==> config.mk <==
export PLATFORM = sky130hd
export DESIGN_NAME = pixel_stream_tx
export DESIGN_NICKNAME = d
export VERILOG_FILES = /design/src/rtl/pixel_stream_tx.sv
export SDC_FILE = /design/constraint.sdc
export NUM_CORES = 1
export LEC_CHECK = 0
export ABC_AREA = 1
export CAP_MARGIN = 5
export CORE_AREA = 2 2 100 102
export CTS_BUF_LIST = sky130_fd_sc_hd__clkbuf_4
export DETAILED_ROUTE_END_ITERATION = 7
export DIE_AREA = 0 0 102 104
export PLACE_DENSITY = 0.8
export SLEW_MARGIN = 10
export SYNTH_ARGS = -nofsm -noshare
export SYNTH_HDL_FRONTEND = slang
export SYNTH_SLANG_ARGS = --single-unit
==> constraint.sdc <==
create_clock -name clk -period 2.7 [get_ports clk]
set_input_delay 0.405 -clock clk [delete_from_list [all_inputs] [get_ports clk]]
set_output_delay 0.405 -clock clk [all_outputs]
set_load 0.005 [all_outputs]
==> src/rtl/pixel_stream_tx.sv <==
// pixel_stream_tx
//
// Purpose:
//   Buffers shaded 24-bit pixels in a small FIFO and presents them as an
//   AXI4-Stream-style video output. Start-of-frame (tuser) and end-of-line
//   (tlast) sideband come from column/row counters. These counters advance
//   only when a beat is actually accepted by the sink.
//
// Parameters:
//   IMG_WIDTH  - pixels per line
//   IMG_HEIGHT - lines per frame
//   FIFO_DEPTH - pixel buffer entries (power of two, >= 2)
//
// Ports:
//   clk        - single clock, all logic on the rising edge
//   rst_n      - asynchronous active-low reset
//   enable     - allow new pixels to be accepted
//   pix_in     - shaded pixel {R,G,B}
//   pix_valid  - pix_in holds a valid pixel
//   pix_ready  - block can accept pix_in this cycle
//   out_tdata  - {8'h00, R, G, B} of the FIFO head
//   out_tvalid - out_tdata and sideband are valid
//   out_tready - sink accepts the current beat
//   out_tuser  - first pixel of a frame
//   out_tlast  - last pixel of a line
//   frame_done - one-cycle pulse after the final pixel of a frame transfers

module pixel_stream_tx #(
  parameter int IMG_WIDTH  = 640,
  parameter int IMG_HEIGHT = 480,
  parameter int FIFO_DEPTH = 4
) (
  input  logic        clk,
  input  logic        rst_n,
  input  logic        enable,
  input  logic [23:0] pix_in,
  input  logic        pix_valid,
  output logic        pix_ready,
  output logic [31:0] out_tdata,
  output logic        out_tvalid,
  input  logic        out_tready,
  output logic        out_tuser,
  output logic        out_tlast,
  output logic        frame_done
);

  localparam int PW = $clog2(FIFO_DEPTH);
  localparam int CW = PW + 1;
  localparam int XW = (IMG_WIDTH  > 1) ? $clog2(IMG_WIDTH)  : 1;
  localparam int YW = (IMG_HEIGHT > 1) ? $clog2(IMG_HEIGHT) : 1;

  localparam logic [CW-1:0] DEPTH_C = CW'(FIFO_DEPTH);
  localparam logic [XW-1:0] X_LAST  = XW'(IMG_WIDTH - 1);
  localparam logic [YW-1:0] Y_LAST  = YW'(IMG_HEIGHT - 1);

  logic [23:0]   mem [FIFO_DEPTH];
  logic [PW-1:0] wr_ptr;
  logic [PW-1:0] rd_ptr;
  logic [CW-1:0] count;
  logic          running;
  logic [XW-1:0] x;
  logic [YW-1:0] y;
  logic          frame_done_q;

  logic fifo_full;
  logic fifo_empty;
  logic push;
  logic pop;
  logic last_of_frame;

  // Handshake decode. pix_ready is built only from registered state and
  // enable, so there is no combinational path from out_tready back to the
  // pixel source. The running flag holds pix_ready low while in reset and
  // until the first clock edge after reset is released.
  always_comb begin
    fifo_full     = (count == DEPTH_C);
    fifo_empty    = (count == '0);
    pix_ready     = running && enable && !fifo_full;
    out_tvalid    = !fifo_empty;
    push          = pix_valid && pix_ready;
    pop           = out_tvalid && out_tready;
    last_of_frame = (x == X_LAST) && (y == Y_LAST);
  end

  // Output beat: FIFO head, zero-extended in the top byte, plus sideband
  // derived from the position of the beat currently at the head.
  always_comb begin
    out_tdata  = {8'h00, mem[rd_ptr]};
    out_tuser  = out_tvalid && (x == '0) && (y == '0);
    out_tlast  = out_tvalid && (x == X_LAST);
    frame_done = frame_done_q;
  end

  // Storage array. It is not reset; the pointers and occupancy alone
  // decide what is valid.
  always_ff @(posedge clk) begin
    if (push) begin
      mem[wr_ptr] <= pix_in;
    end
  end

  // FIFO pointers and occupancy. The pointers wrap naturally because the
  // depth is a power of two. A simultaneous push and pop leaves the
  // occupancy unchanged.
  always_ff @(posedge clk or negedge rst_n) begin
    if (!rst_n) begin
      wr_ptr  <= '0;
      rd_ptr  <= '0;
      count   <= '0;
      running <= 1'b0;
    end else begin
      running <= 1'b1;
      if (push) begin
        wr_ptr <= wr_ptr + 1'b1;
      end
      if (pop) begin
        rd_ptr <= rd_ptr + 1'b1;
      end
      case ({push, pop})
        2'b10:   count <= count + 1'b1;
        2'b01:   count <= count - 1'b1;
        default: count <= count;
      endcase
    end
  end

  // Raster position of the head pixel. It advances only on output
  // transfers, so backpressure and a disabled input never skew the
  // sideband. Column wraps into the next row, and row wraps at frame end.
  always_ff @(posedge clk or negedge rst_n) begin
    if (!rst_n) begin
      x <= '0;
      y <= '0;
    end else if (pop) begin
      if (x == X_LAST) begin
        x <= '0;
        if (y == Y_LAST) begin
          y <= '0;
        end else begin
          y <= y + 1'b1;
        end
      end else begin
        x <= x + 1'b1;
      end
    end
  end

  // Frame-complete pulse. It is registered, so it appears on the cycle
  // after the final pixel of the frame has been accepted by the sink.
  always_ff @(posedge clk or negedge rst_n) begin
    if (!rst_n) begin
      frame_done_q <= 1'b0;
    end else begin
      frame_done_q <= pop && last_of_frame;
    end
  end

endmodule

==> results of run 1 <==
[report_power, final]
group          internal (mW)  leakage (nW)  total (mW)  switching [mW]
Sequential              2.24          1.22        2.35           0.115
Clock                  0.637         0.156        1.25           0.613
Combinational          0.935          1.06        1.98            1.04
Total                   3.81          2.44        5.58            1.77
[cells by family (layout without fill, tap and decap cells)]
| logic type | after synthesis | count (layout) | synth area share (%) |
|---|---|---|---|
| AND/OR/NAND/NOR | 169 | 169 | 14.3 |
| flip-flops | 124 | 124 | 67.7 |
| AO/OA/AOI/OAI | 85 | 85 | 8.65 |
| buffers and inverters | 60 | 139 | 5.08 |
| adder cells (fa/ha/maj) | 10 | 10 | 2.50 |
| XOR/XNOR | 10 | 10 | 1.65 |
| other | 2 | 9 | 0.142 |
[metal layers]
metal	vias to the layer above	track usage [%]	share of wire, %
li1	1746	-	-
met2	106	35.3	50
met4	0	6.19	1.3
met3	11	6.99	5.8
met1	1750	25.8	43
met5	-	0	0
[Yosys cell counts, types with 3 or more instances]
master | n | area (um^2)
sky130_fd_sc_hd__buf_2 | 5 | 25.0
sky130_fd_sc_hd__o21ai_0 | 54 | 270
sky130_fd_sc_hd__o22ai_1 | 24 | 150
sky130_fd_sc_hd__xor2_1 | 9 | 78.8
sky130_fd_sc_hd__inv_1 | 34 | 128
sky130_fd_sc_hd__a21oi_1 | 4 | 20.0
sky130_fd_sc_hd__edfxtp_1 | 96 | 2880
sky130_fd_sc_hd__nand2_2 | 3 | 18.8
sky130_fd_sc_hd__ha_1 | 9 | 113
sky130_fd_sc_hd__nand3_1 | 24 | 120
sky130_fd_sc_hd__dfrtp_1 | 28 | 701
sky130_fd_sc_hd__clkbuf_1 | 11 | 41.3
sky130_fd_sc_hd__nor3_1 | 4 | 20.0
sky130_fd_sc_hd__nand2_1 | 47 | 176
sky130_fd_sc_hd__buf_4 | 8 | 60.1
sky130_fd_sc_hd__nand4_1 | 6 | 37.5
sky130_fd_sc_hd__nor2_1 | 74 | 278
[final cells by class]
type                    count  share of cell area [%]
multi-input cells         283                    23.5
clock inverters            11                    2.00
well taps                 133                    2.61
repair buffers             74                    11.3
flip-flops and latches    124                    56.3
inverters                  35                    2.06
clock buffers              19                    2.24
[registers in the layout (all words and copies together), names as in the netlist]
| signal | cells |
|---|---|
| rd_ptr | 2 |
| wr_ptr | 2 |
| frame_done | 1 |
| running | 1 |
| y | 9 |
| mem | 96 |
| x | 10 |
| count | 3 |
[through the flow]
stage                     cell area [um^2]  worst slack, ns  total power [mW]  util, %
after detailed placement              6070            0.376              4.36     63.6
after global placement                6070            0.488              4.26     63.6
after global routing                  6370         0.000679              5.93     66.7
after floorplan                       5320            0.467              3.38        -
after CTS                             6340           0.0360              5.60     66.4
final                                 6370            0.178              5.58     66.7
[what timing repair did]
| action | 4_1_cts | 5_1_grt |
|---|---|---|
| endpoints found under the setup margin | 0 | 12 |
| hold buffers | 0 | 0 |
| resized for setup | 0 | 7 |
| endpoints found under the hold margin | 0 | 0 |
[worst paths after layout]
check	to	start	depth (start not counted)
hold / removal	y[4]$_DFFE_PN0P_	rst_n	2
min in group clk	count[0]$_DFFE_PN0P_	count[0]$_DFFE_PN0P_	1
setup / recovery	out_tdata[23]	rd_ptr[1]$_DFFE_PN0P_	4
max in group asynchronous	wr_ptr[1]$_DFFE_PN0P_	rst_n	2
hold reg to reg	count[0]$_DFFE_PN0P_	count[0]$_DFFE_PN0P_	1
setup reg to reg	count[2]$_DFFE_PN0P_	count[0]$_DFFE_PN0P_	10
==> out/qor.json, run 1 <==
{
  "run_status": {"value": "finished clean"},
  "postSynthAreaPerCell": {"value": 11.5, "unit": "um^2"},
  "mappedNetlistArea": {"value": 5300, "unit": "um^2"},
  "tritoncts": {"value": "yes"},
  "clock_skew": {"value": 0.0146, "unit": "ns"},
  "drtIter0Drc": {"value": 150},
  "drt_wl_total": {"value": 10.4, "unit": "mm"},
  "routedWlPerCell": {"value": 15.3, "unit": "um"},
  "grt_first_pass_wirelength": {"value": 17.1, "unit": "mm"},
  "pin_count": {"value": 66},
  "clock_sink_count": {"value": 124},
  "type_of_the_worst_min_delay_path": {"value": "input port to async pin"},
  "layout.filler_cells": {"value": 718},
  "cellLeakagePower": {"value": 2.44, "unit": "nW"},
  "synthesis.instances": {"value": 460},
  "place_inst": {"value": 649},
  "ys_warn_count": {"value": 0},
  "drt.antenna.violating_nets": {"value": 0},
  "insertedDiodeCount": {"value": 0},
  "clock_buffer_depth": {"value": 2},
  "largest_net_degree_at_the_start_of_global_routing": {"value": 39},
  "synth.yosys.seq_area_share": {"value": 67.7, "unit": "%"},
  "irDropWorstVdd": {"value": 0.391, "unit": "mV"},
  "track_usage": {"value": 21.0, "unit": "%"},
  "std_cell_rows": {"value": 36},
  "initial_core_util": {"value": 55.5, "unit": "%"},
  "layout_commonest_cell": {"value": "sky130_fd_sc_hd__edfxtp_1"},
  "drv_cap": {"value": 0},
  "cts.htree.levels": {"value": 4},
  "timing.critical_path.slowest_cell_delay": {"value": 0.56, "unit": "ns"},
  "place_hpwl": {"value": 6.74, "unit": "mm"},
  "final.min_clock_period": {"value": 2.52, "unit": "ns"},
  "path_clk_slew": {"value": 0.10, "unit": "ns"},
  "report.final.setup_viol": {"value": 0},
  "multi_input_area": {"value": 1500, "unit": "um^2"},
  "hold_ws": {"value": 0.278, "unit": "ns"},
  "layout.cells.non_filler": {"value": 679},
  "fmax": {"value": 0.397, "unit": "GHz"},
  "fraction_of_final_layout_cells_sized_beyond_drive_strength_1": {"value": 11.9, "unit": "%"},
  "arrival": {"value": 2.12, "unit": "ns"},
  "worst_setup_path_end_kind": {"value": "primary output"},
  "die_area": {"value": 10600, "unit": "um^2"},
  "most-common-layout-cells": {"value": "sky130_fd_sc_hd__edfxtp_1 (96), sky130_fd_sc_hd__nor2_1 (70), sky130_fd_sc_hd__clkdlybuf4s50_1 (57)"},
  "vias": {"value": 3613},
  "die_y": {"value": 104, "unit": "um"},
  "cts_setup_buffers": {"value": 0},
  "gr-total-overflow": {"value": 0},
  "cp.buffers_inverters": {"value": 2},
  "rrSetupSlack": {"value": 0.70, "unit": "ns"},
  "drtPass1Iterations": {"value": 4},
  "cpMaxStageDelayCell": {"value": "sky130_fd_sc_hd__clkdlybuf4s50_1"},
  "postSynthRegisterBits": {"value": 124},
  "seqCellArea": {"value": 3580, "unit": "um^2"},
  "min_period_over_period": {"value": 93.4, "unit": "%"},
  "power.density_cell_area": {"value": 876, "unit": "nW/um^2"},
  "drv_slew": {"value": 0},
  "critical_path.max_fanout": {"value": 25},
  "worst_path_dominant_cell_family": {"value": "buffers and inverters"},
  "timing_worst_setup_path_type": {"value": "flip-flop to primary output"},
  "unrepaired_setup_endpoints_after_global_routing": {"value": "false"},
  "drt_drc_violations_left": {"value": 0},
  "grt_pass1_vias": {"value": 3688},
  "die_width": {"value": 102, "unit": "um"},
  "finalHoldViolCount": {"value": 0},
  "number_of_antenna_violations_at_the_first_check_in_global_routing": {"value": 0},
  "core_ar": {"value": 9550, "unit": "um^2"},
  "number_of_synthesized_flops_with_an_enable_pin": {"value": 96},
  "buffer_ports.inserted": {"value": 57},
  "layout.nets": {"value": 574},
  "tritoncts.num_buffers": {"value": 17},
  "fin_tns_setup": {"value": 0, "unit": "ns"},
  "buffer_cell_driving_the_clock_tree_root": {"value": "sky130_fd_sc_hd__clkbuf_4"},
  "setup.worst_path.start_class": {"value": "flip-flop"},
  "post_synth_num_cell_types": {"value": 33},
  "worst_skew_pair.late_latency": {"value": 0.49, "unit": "ns"},
  "dominantRegCellSynth": {"value": "sky130_fd_sc_hd__edfxtp_1"},
  "area_growth": {"value": 20.3, "unit": "%"},
  "worst-endpoint-required": {"value": 2.30, "unit": "ns"},
  "gpl.final_weighted_congestion": {"value": 0.893},
  "route.detailed.vias_per_inst": {"value": 5.32},
  "asyncSetResetFlopFracSynth": {"value": 22.6, "unit": "%"},
  "cp_cell_sequence": {"value": "buf_4 -> o21ai_0 -> o22ai_1 -> clkdlybuf4s50_1"}
}
No activity file was read; power rests on OpenSTA's default activity.
==> inputs of run 2 (changes only) <==
clock period = 2.82 ns   (was 2.7 ns; I/O delays follow)
==> run 2 against run 1 <==
Effect of this change:
- sequential power shrank 4%
- first-iteration DRC count grew 15%
- hold slack gained 0.020 ns
- total power shrank 5.3%
- final cell count shrank 0.15%
- combinational power shrank 6%
- setup slack gained 0.0041 ns
- largest cell class unchanged
- wire length shrank 1.1%
- largest power group unchanged
- cell area shrank 0.61%
- count of clock-buffer cells in the layout shrank 2
- highest routed layer unchanged
- critical path type unchanged
- clock power shrank 7%
- global-route usage shrank 0.29 points
==> out/qor.json, run 2 (synthesis results as in run 1) <==
{
  "rr_startpoint": {"value": "count[2]$_DFFE_PN0P_", "change": "was count[0]$_DFFE_PN0P_"},
  "hold_ws": {"value": 0.299, "unit": "ns", "change": "was 0.278 ns"},
  "layout.nets": {"value": 574, "change": "unchanged"},
  "buffer_ports.inserted": {"value": 57, "change": "unchanged"},
  "vias": {"value": 3598, "change": "was 3613"},
  "drt.antenna.violating_nets": {"value": 0, "change": "unchanged"},
  "clock_buffer_depth": {"value": 2, "change": "unchanged"},
  "grt_pass1_vias": {"value": 3686, "change": "was 3688"},
  "gr-total-overflow": {"value": 0, "change": "unchanged"},
  "place_hpwl": {"value": 6.73, "unit": "mm", "change": "was 6.74 mm"},
  "finalHoldViolCount": {"value": 0, "change": "unchanged"},
  "core_ar": {"value": 9550, "unit": "um^2", "change": "unchanged"},
  "largest_registers": {"value": "mem: 96 flops, x: 10 flops, y: 9 flops", "change": "unchanged"},
  "clock_sink_count": {"value": 124, "change": "unchanged"},
  "cp-startpoint": {"value": "rd_ptr[1]$_DFFE_PN0P_", "change": "unchanged"},
  "worst_setup_path_end_kind": {"value": "primary output", "change": "unchanged"},
  "power.density_cell_area": {"value": 834, "unit": "nW/um^2", "change": "was 876 nW/um^2"},
  "grt_first_pass_wirelength": {"value": 16.9, "unit": "mm", "change": "was 17.1 mm"},
  "drv_cap": {"value": 0, "change": "unchanged"},
  "largest_register": {"value": "mem", "change": "unchanged"},
  "place_inst": {"value": 649, "change": "unchanged"},
  "die_area": {"value": 10600, "unit": "um^2", "change": "unchanged"},
  "largest_register_ffs": {"value": 96, "change": "unchanged"},
  "fraction_of_final_layout_cells_sized_beyond_drive_strength_1": {"value": 10.8, "unit": "%", "change": "was 11.9%"},
  "drv_slew": {"value": 0, "change": "unchanged"},
  "routedWlPerCell": {"value": 15.1, "unit": "um", "change": "was 15.3 um"},
  "irDropWorstVdd": {"value": 0.383, "unit": "mV", "change": "was 0.391 mV"},
  "pin_count": {"value": 66, "change": "unchanged"},
  "netSwitchingFraction": {"value": 31.8, "unit": "%", "change": "was 31.7%"},
  "initial_core_util": {"value": 55.5, "unit": "%", "change": "unchanged"},
  "seq_power_share": {"value": 42.6, "unit": "%", "change": "was 42.1%"},
  "fmax": {"value": 0.379, "unit": "GHz"},
  "setup.worst_path.start_class": {"value": "flip-flop", "change": "unchanged"},
  "switchingPower": {"value": 1.68, "unit": "mW", "change": "was 1.77 mW"},
  "design_area": {"value": 6330, "unit": "um^2", "change": "was 6370 um^2"},
  "tritoncts": {"value": "yes", "change": "unchanged"},
  "insertedDiodeCount": {"value": 0, "change": "unchanged"},
  "final.min_clock_period": {"value": 2.64, "unit": "ns"},
  "worst-endpoint-required": {"value": 2.40, "unit": "ns", "change": "was 2.30 ns"},
  "path_clk_slew": {"value": 0.10, "unit": "ns", "change": "about the same"},
  "layout_commonest_cell": {"value": "sky130_fd_sc_hd__edfxtp_1", "change": "unchanged"},
  "timing.critical_path.slowest_cell_delay": {"value": 0.56, "unit": "ns", "change": "about the same"},
  "arrival": {"value": 2.21, "unit": "ns", "change": "was 2.12 ns"},
  "type_of_the_worst_min_delay_path": {"value": "input port to async pin", "change": "unchanged"},
  "reg2reg_depth": {"value": 10, "change": "unchanged"},
  "cp.buffers_inverters": {"value": 3, "change": "was 2"},
  "min_period_over_period": {"value": 93.5, "unit": "%"},
  "placed_cell_area": {"value": 6070, "unit": "um^2", "change": "unchanged"},
  "crit_cells": {"value": 5, "change": "was 4"},
  "cts.htree.levels": {"value": 4, "change": "unchanged"},
  "number_of_antenna_violations_at_the_first_check_in_global_routing": {"value": 0, "change": "unchanged"},
  "clock_skew": {"value": 0.0119, "unit": "ns", "change": "was 0.0146 ns"},
  "layout.cells.non_filler": {"value": 678, "change": "was 679"},
  "worst_path_dominant_cell_family": {"value": "buffers and inverters", "change": "unchanged"},
  "number_of_buffers_added_to_fix_hold_violations_after_cts": {"value": 0, "change": "unchanged"},
  "gpl.final_weighted_congestion": {"value": 0.894, "change": "was 0.893"},
  "cellLeakagePower": {"value": 2.42, "unit": "nW", "change": "was 2.44 nW"},
  "die_y": {"value": 104, "unit": "um", "change": "unchanged"},
  "buffer_cell_driving_the_clock_tree_root": {"value": "sky130_fd_sc_hd__clkbuf_4", "change": "unchanged"},
  "cpMaxStageDelayCell": {"value": "sky130_fd_sc_hd__clkdlybuf4s50_1", "change": "unchanged"},
  "track_usage": {"value": 20.7, "unit": "%", "change": "was 21.0%"},
  "most-common-layout-cells": {"value": "sky130_fd_sc_hd__edfxtp_1 (96), sky130_fd_sc_hd__nor2_1 (70), sky130_fd_sc_hd__clkdlybuf4s50_1 (57)", "change": "unchanged"},
  "worst_skew_pair.late_latency": {"value": 0.50, "unit": "ns", "change": "was 0.49 ns"},
  "tritoncts.num_buffers": {"value": 17, "change": "unchanged"},
  "timing_worst_setup_path_type": {"value": "flip-flop to primary output", "change": "unchanged"},
  "largest_net_degree_at_the_start_of_global_routing": {"value": 39, "change": "unchanged"},
  "comb_power_share": {"value": 35.4, "unit": "%", "change": "about the same"},
  "fin_tns_setup": {"value": 0, "unit": "ns", "change": "unchanged"},
  "critical_path.max_fanout": {"value": 17, "change": "was 25"},
  "drt_wl_total": {"value": 10.3, "unit": "mm", "change": "was 10.4 mm"},
  "drtIter0Drc": {"value": 173, "change": "was 150"},
  "cp_cell_sequence": {"value": "inv_1 -> buf_12 -> o21ai_0 -> o22ai_1 -> clkdlybuf4s50_1", "change": "was buf_4 -> o21ai_0 -> o22ai_1 -> clkdlybuf4s50_1"},
  "drt_drc_violations_left": {"value": 0, "change": "unchanged"},
  "drtPass1Iterations": {"value": 4, "change": "unchanged"},
  "power.total": {"value": 5.28, "unit": "mW", "change": "was 5.58 mW"},
  "report.final.setup_viol": {"value": 0, "change": "unchanged"},
  "run_status": {"value": "finished clean", "change": "unchanged"},
  "internal_power": {"value": 3.60, "unit": "mW", "change": "was 3.81 mW"},
  "area_growth": {"value": 19.5, "unit": "%", "change": "was 20.3%"},
  "share_clk_of_total_power": {"value": 22.0, "unit": "%", "change": "was 22.4%"},
  "std_cell_rows": {"value": 36, "change": "unchanged"},
  "cts_setup_buffers": {"value": 0, "change": "unchanged"},
  "layout.filler_cells": {"value": 719, "change": "was 718"},
  "die_width": {"value": 102, "unit": "um", "change": "unchanged"},
  "unrepaired_setup_endpoints_after_global_routing": {"value": "false", "change": "unchanged"},
  "post_cts_resize_count": {"value": 0, "change": "unchanged"},
  "route.detailed.vias_per_inst": {"value": 5.31, "change": "was 5.32"}
}
-- run 2: changes by cell type in the layout (fill, tap and decap cells not counted), sizes merged --
cell    delta
clkbuf     -2
clkinv     +1
-- run 2: cell type report --
| class | instances | area, um^2 | share of cell area, % |
|---|---|---|---|
| sequential | 124 | 3580 | 56.6 |
| multi-input combinational | 283 | 1480 | 23.4 |
| timing repair buffer | 74 | 711 | 11.2 |
| tap | 133 | 166 | 2.63 |
| clock inverter | 12 | 131 | 2.08 |
| inverter | 35 | 131 | 2.08 |
| clock buffer | 17 | 128 | 2.02 |
-- run 2: per-stage QoR --
stage,util [%],setup slack (ns)
detailed placement,63.6,0.480
CTS,66.3,0.148
floorplan,-,0.587
finish,66.3,0.182
global placement,63.6,0.589
global route,66.3,0.0293
-- run 2: final timing paths --
kind	to	slack (ns)
setup / recovery	out_tdata[23]	0.18
setup reg to reg	count[2]$_DFFE_PN0P_	0.83
min in group clk	x[6]$_DFFE_PN0P_	0.52
hold / removal	frame_done$_DFF_PN0_	0.30
max in group asynchronous	wr_ptr[1]$_DFFE_PN0P_	2.24
hold reg to reg	x[6]$_DFFE_PN0P_	0.52
-- run 2: per-layer routing --
layer  vias up  routed length [um]  global-route usage (%)
met4         0                  94                    6.10
met3        12                 647                    7.66
met1      1738                4450                    26.4
li1       1741                   -                       -
met5         -                   0                       0
met2       107                5050                    33.3
-- run 2: worst reg2reg max path: stages, from the launching register on --
cell and delay (ns):
sky130_fd_sc_hd__dfrtp_1 0.38, sky130_fd_sc_hd__inv_1 0.09, sky130_fd_sc_hd__nand2_2 0.14, sky130_fd_sc_hd__nand2_4 0.12, sky130_fd_sc_hd__inv_1 0.11, sky130_fd_sc_hd__ha_1 0.15, sky130_fd_sc_hd__inv_1 0.07, sky130_fd_sc_hd__fa_1 0.39
sky130_fd_sc_hd__a21oi_1 0.15, sky130_fd_sc_hd__o21ai_0 0.12, sky130_fd_sc_hd__xor2_1 0.16
-- run 2: power by group through the flow --
stage	Clock (mW)	Sequential, mW	Combinational [mW]
after floorplan	0	2.27	0.967
after global placement	0	2.28	1.80
after detailed placement	0	2.28	1.89
after CTS	1.19	2.24	1.89
after global routing	1.28	2.27	2.08
final	1.16	2.25	1.87
